--- config.mk ---
export PLATFORM = sky130hd
export DESIGN_NAME = hit_input_conditioner
export DESIGN_NICKNAME = d
export VERILOG_FILES = /design/src/rtl/hit_input_conditioner.sv
export SDC_FILE = /design/constraint.sdc
export NUM_CORES = 1
export LEC_CHECK = 0
export BUFFER_PORTS_ARGS = -buffer_cell sky130_fd_sc_hd__buf_2
export CAP_MARGIN = 20
export CORE_ASPECT_RATIO = 2
export CORE_MARGIN = 3
export CORE_UTILIZATION = 25
export CTS_CLUSTER_SIZE = 12
export DETAILED_ROUTE_END_ITERATION = 6
export PLACE_DENSITY_LB_ADDON = 0.3
export SLEW_MARGIN = 20
export SYNTH_ARGS = -nofsm -noshare
export SYNTH_HDL_FRONTEND = slang
export SYNTH_SLANG_ARGS = --single-unit
--- constraint.sdc ---
create_clock -name clk -period 4.2 [get_ports clk]
set_input_delay 0.63 -clock clk [delete_from_list [all_inputs] [get_ports clk]]
set_output_delay 0.63 -clock clk [all_outputs]
set_load 0.05 [all_outputs]
--- src/rtl/hit_input_conditioner.sv ---
// hit_input_conditioner
//   Conditions four raw, active-low target sensors into debounced levels,
//   one-cycle hit pulses and a single-entry-per-channel event stream for
//   the downstream scoring stage.
//
// Ports
//   clk        system clock, all state updates on its rising edge
//   reset      asynchronous, active-high reset
//   in1..in4   raw asynchronous sensors (0 = struck), channel 0..3
//   level      debounced sensor levels, bit i = channel i
//   hit        one-cycle pulse on each accepted debounced 1->0 transition
//   evt_valid  an event is offered downstream
//   evt_id     channel index of the offered event
//   evt_ready  downstream accepts the offered event
//   overflow   sticky: a hit was merged into an already-pending event
//
// Handshake: an event transfers on a rising edge where evt_valid=1 and
// evt_ready=1. While evt_valid=1 and evt_ready=0, evt_id is held stable.
// evt_valid never depends combinationally on evt_ready.
module hit_input_conditioner #(
  parameter int unsigned DEBOUNCE_CYCLES = 1000000
) (
  input  logic       clk,
  input  logic       reset,
  input  logic       in1,
  input  logic       in2,
  input  logic       in3,
  input  logic       in4,
  output logic [3:0] level,
  output logic [3:0] hit,
  output logic       evt_valid,
  output logic [1:0] evt_id,
  input  logic       evt_ready,
  output logic       overflow
);

  // Wide enough to hold DEBOUNCE_CYCLES itself, so no wrap-around.
  localparam int unsigned CW = $clog2(DEBOUNCE_CYCLES + 1);
  localparam logic [CW-1:0] CNT_LAST = CW'(DEBOUNCE_CYCLES - 1);

  typedef enum logic {
    IDLE  = 1'b0,
    OFFER = 1'b1
  } state_t;

  logic [3:0]          raw;
  logic [3:0]          meta_q;
  logic [3:0]          sync_q;
  logic [3:0][CW-1:0]  cnt_q;
  logic [3:0][CW-1:0]  cnt_d;
  logic [3:0]          level_q;
  logic [3:0]          level_d;
  logic [3:0]          hit_q;
  logic [3:0]          hit_d;
  logic [3:0]          pending_q;
  logic [3:0]          pending_d;
  logic [3:0]          clr_mask;
  logic                overflow_q;
  logic                overflow_d;
  state_t              state_q;
  state_t              state_d;
  logic [1:0]          evt_id_q;
  logic [1:0]          evt_id_d;

  assign raw = {in4, in3, in2, in1};

  // Lowest-index set bit; only called when at least one bit is set.
  function automatic logic [1:0] lowest_set(input logic [3:0] v);
    if (v[0])      lowest_set = 2'd0;
    else if (v[1]) lowest_set = 2'd1;
    else if (v[2]) lowest_set = 2'd2;
    else           lowest_set = 2'd3;
  endfunction

  // Debounce: count consecutive cycles where the synchronized input
  // disagrees with the accepted level; accept on the DEBOUNCE_CYCLES-th.
  always_comb begin
    cnt_d   = cnt_q;
    level_d = level_q;
    hit_d   = '0;
    for (int i = 0; i < 4; i++) begin
      if (sync_q[i] == level_q[i]) begin
        cnt_d[i] = '0;
      end else if (cnt_q[i] == CNT_LAST) begin
        cnt_d[i]   = '0;
        level_d[i] = sync_q[i];
        // Only a falling (1->0) acceptance is a strike.
        hit_d[i]   = level_q[i];
      end else begin
        cnt_d[i] = cnt_q[i] + 1'b1;
      end
    end
  end

  // Event FSM plus pending bookkeeping. A hit on the channel being
  // accepted on the same edge re-arms pending as a fresh event, so the
  // overflow test masks out the bit being cleared.
  always_comb begin
    state_d  = state_q;
    evt_id_d = evt_id_q;
    clr_mask = '0;
    case (state_q)
      IDLE: begin
        if (|pending_q) begin
          evt_id_d = lowest_set(pending_q);
          state_d  = OFFER;
        end
      end
      OFFER: begin
        if (evt_ready) begin
          clr_mask = 4'b0001 << evt_id_q;
          state_d  = IDLE;
        end
      end
      default: state_d = IDLE;
    endcase
    pending_d  = (pending_q & ~clr_mask) | hit_d;
    overflow_d = overflow_q | (|(hit_d & pending_q & ~clr_mask));
  end

  always_ff @(posedge clk or posedge reset) begin
    if (reset) begin
      meta_q     <= 4'b1111;
      sync_q     <= 4'b1111;
      cnt_q      <= '0;
      level_q    <= 4'b1111;
      hit_q      <= '0;
      pending_q  <= '0;
      overflow_q <= 1'b0;
      state_q    <= IDLE;
      evt_id_q   <= 2'd0;
    end else begin
      meta_q     <= raw;
      sync_q     <= meta_q;
      cnt_q      <= cnt_d;
      level_q    <= level_d;
      hit_q      <= hit_d;
      pending_q  <= pending_d;
      overflow_q <= overflow_d;
      state_q    <= state_d;
      evt_id_q   <= evt_id_d;
    end
  end

  assign level     = level_q;
  assign hit       = hit_q;
  assign evt_valid = (state_q == OFFER);
  assign evt_id    = evt_id_q;
  assign overflow  = overflow_q;

endmodule

Yosys cells after proc, flatten, opt, wreduce, memory -nomap -nowiden --
Cells that the tools add are included.
Storage, ports and cells: register bits 104, input port bits 7, output and inout bits 12, logic and storage cells 70
Cells by class: $add $sub $neg 4, equal/unequal tests 8, shifts and indexed selects 1, mux-type cells 24, bitwise gates (word level) 11, reductions and logical operators 7
Operators with widths (count):
- 20-bit 2-to-1 mux | 8
- 20-bit by 1-bit adder with 20-bit output (second input constant) | 4
- 20-bit equality test (second input constant) | 4
- 4-bit AND | 3
- 1-bit 2-to-1 mux | 11
- 2-bit AND reduction | 5
- 4-bit 2-to-1 mux | 2
- 4-bit OR reduction | 2
- 1-bit NOT | 5
- 1-bit equality test | 4
- 2-bit 2-to-1 mux | 2
- 4-bit NOT | 1
- 4-bit bitwise OR | 1
- 1-bit by 2-bit left shift with 4-bit output (first input constant) | 1
- 1-bit one-hot mux with 2 select lines | 1
- 1-bit bitwise OR | 1

Depth between registers and ports, before layout --
depth in word-level cells 7, gate-level depth with buffers 6, mapped depth without buffers 5

Worst setup path before layout --
OpenSTA, ideal clock, no wires.
path kind reg-to-reg, start point register cnt_q[20] (netlist bit), end point register cnt_q[23] (netlist bit), setup time 0.132 ns, data arrival time 1.890 ns, data required time 4.068 ns, slack 2.178 ns, stages on the path, launching flop included 7, buffers on the path 1, period minus slack after synthesis 2.022 ns, cells stage by stage dfrtp_1 > ha_1 > nand2_1 > or4_1 > o21ai_2 > clkbuf_1 > nor2_1
RTL lines:
- from (decl) | RTL line 49 | logic [3:0][CW-1:0] cnt_q;
- from (signal assigned) | RTL line 135 | cnt_q <= cnt_d;

==> results.toml <==
[detailed_routing]
wl_per_cell_um = 13.5
drtAntennaViolNets = 0
drt-initial-drc-count = 144
firstDrtPassIters = 4
vias = 3658
wl_um = 10500
viasPerCell = 4.72
drc = 0

[clocking]
cts_setup_buffers = 0
cts_hold_buf = 0
cts-resized-gates = 0
clk_latency_ns = 0.35
numCtsBuffers = 9
cts_sinks = 104
tritoncts = "built"
clk_path_buf_depth = 2
ctsRootBufferMaster = "clkbuf_16"
h-tree-depth = 3
path_clk_slew_ns = 0.07

[logic_synthesis]
synth_top_area_share_pct = 46.7
syn-mean-instance-area_um2 = 10.0
dominantRegCellSynth = "dfrtp_1"
synthesis.nets = 503
synth-edff-count = 0
ys_seq_elements = 104
ys.warnings.count = 0
synth_area_leaders = "dfrtp_1 (47%), dfstp_2 (6.4%), xnor2_1 (5.3%), nor2_1 (4.8%), a21oi_1 (3.1%)"
synth_top_cell_by_area = "dfrtp_1"
synthesis.area_um2 = 4930
synthArstFlopShare_pct = 100
ys_types = 44
ys_seq_area_share_pct = 53.1
syn_inst = 492

[sta]
rsz0062_at_grt = "no"
tightest_slew_ns = 0.914
setup_ws_ns = 1.80
setup_viol = 0
clock_skew_ns = 0.0100
fin_crit_sh_pct = 57.2
slew_viol_final = 0
clock.fmax_mhz = 416
slew_headroom_pct = 39.0
hold_viol = 0
setup_tns_ns = 0
holdWs_ns = 0.352
period_minus_slack_ns = 2.40

[global_route]
grt_pass1_wl_um = 18000
globalRouteOverflowTotal = 0
groute.usage.overall_pct = 10.3
antenna_found_initial = 0
grt_pass1_vias = 3845
grt_max_degree = 75

[worst_setup_path]
crit_path_start_kind = "flip-flop"
max_stage_delay_ns = 0.64
cp-end-kind = "flip-flop"
path_cells = "ha_1, nand4_1, or4_1, o2bb2ai_2, nor2_1"
r2r-start = "cnt_q[0]"
r2r_slack_ns = 1.80
timing.rr.end = "cnt_q[12]"
path_class = "flip-flop to flip-flop"
r2r_cells = 5
worst_path_max_delay_cell = "or4_1"
path_buf_inv = 0
worst_ep_required_time_ns = 4.40
cp_max_fo = 19
arrival_ns = 2.60
path_delay_family = "simple AND/OR/NAND/NOR gates"

[die]
die-area_um2 = 21500
rows = 72
initial_core_util_pct = 25.5
coreArea_um2 = 19400
die_w_um = 105
ios = 19
dieHeight_um = 205

[hold_path]
hp-class = "flip-flop to flip-flop"
whs_path_depth = 0
min_to = "sync_q[2]"
hold_start = "meta_q[2]"

[run]
cap_violations = 0

[finish]
area_growth_pct = 14.4
stdcell_count = 775
drive_above_1_share_pct = 12.4
diodes = 0
layout.nets = 522

[outcome]
status = "finished, final reports clean"

[placed_design]
hpwlAfterDp_um = 7660
place_congestion = 0.817
place_ws_ns = 1.79
dp.cells = 759
io_buffers = 18

[pwr]
p_leak_nw = 2.16
power_density_nw_per_um2 = 398
ir_drop_v = 0.000218
power_mw = 2.25
==> cells by family after synthesis <==
logic type | Yosys count | share of synthesized area [%]
simple gates | 233 | 25.6
flops | 104 | 53.1
compound gates | 74 | 8.81
xor+xnor | 46 | 8.17
buf+inv | 27 | 2.46
mux | 4 | 0.913
fa+ha+maj | 4 | 1.02
==> worst max-delay path by stage <==
stage / from / end / slack [ns] / cells past startpoint
after floorplan: reset / cnt_q[0] / 0.86 / 1
after global placement: cnt_q[0] / cnt_q[10] / 1.83 / 5
after detailed placement: cnt_q[0] / cnt_q[12] / 1.79 / 5
after CTS: cnt_q[0] / cnt_q[12] / 1.77 / 5
after global routing: cnt_q[0] / cnt_q[2] / 1.63 / 5
final: cnt_q[0] / cnt_q[12] / 1.80 / 5
==> cell usage after synthesis (4+ instances only) <==
| cell type | count |
|---|---|
| nor4_1 | 11 |
| inv_1 | 16 |
| o31ai_1 | 11 |
| nor3_1 | 13 |
| nor2_1 | 63 |
| mux2_2 | 4 |
| a21oi_1 | 31 |
| and4_1 | 5 |
| nand2b_1 | 10 |
| o21ai_0 | 23 |
| clkbuf_1 | 4 |
| nand4_1 | 14 |
| dfrtp_1 | 92 |
| dfstp_2 | 12 |
| or3_1 | 20 |
| xnor2_1 | 30 |
| and3_1 | 5 |
| nand2_1 | 32 |
| xor2_1 | 16 |
| or4_1 | 17 |
| nand3_1 | 27 |
| ha_1 | 4 |
==> routing by layer <==
layer	up-vias	track usage [%]	share of wire [%]
met2	38	19.7	56
met4	0	4.93	2.6
met5	-	0	0
met1	1817	10.7	39
li1	1786	-	-
met3	17	1.70	2.2
==> final cells by class <==
| cell class | instances | area, um2 |
|---|---|---|
| multi-input cells | 361 | 2190 |
| clock buffers | 11 | 243 |
| well taps | 259 | 324 |
| inverters | 16 | 62.6 |
| repair buffers | 19 | 97.6 |
| clock inverters | 5 | 104 |
| flip-flops and latches | 104 | 2620 |
| fillers | 2027 | 13700 |
==> sequential cells by signal, summed over array words and instances (netlist names) <==
| signal | count |
|---|---|
| cnt_q | 80 |
| evt_valid | 1 |
| pending_q | 4 |
| evt_id | 2 |
| level | 4 |
| hit | 4 |
| sync_q | 4 |
| overflow | 1 |
| meta_q | 4 |
==> placed cells by master, fill, tap and decap left out, types with 2 or more instances in the layout <==
master / count
dfrtp_1: 92
nor2_1: 63
nand2_1: 32
a21oi_1: 31
xnor2_1: 30
nand3_1: 27
o21ai_0: 23
or3_1: 20
buf_2: 18
or4_1: 17
xor2_1: 16
inv_1: 15
nand4_1: 14
nor3_1: 13
dfstp_2: 12
o31ai_1: 11
nor4_1: 11
nand2b_1: 10
clkbuf_16: 9
and4_1: 5
and3_1: 5
mux2_2: 4
ha_1: 4
o21ai_2: 3
or4_4: 3
bufinv_16: 3
nor4b_1: 2
or3b_2: 2
or2_1: 2
==> per-stage QoR <==
stage	area [um2]	util (%)
floorplan	4930	-
global placement	5290	27.3
detailed placement	5290	27.3
CTS	5640	29.1
global route	5640	29.1
finish	5640	29.1
==> report_power, final <==
group | switching [mW] | leakage, nW | internal (mW)
clock network | 0.374 | 0.170 | 0.601
logic | 0.130 | 0.600 | 0.0527
registers | 0.0481 | 1.39 | 1.04
total | 0.552 | 2.16 | 1.70
Power figures use the tool's default switching activity.
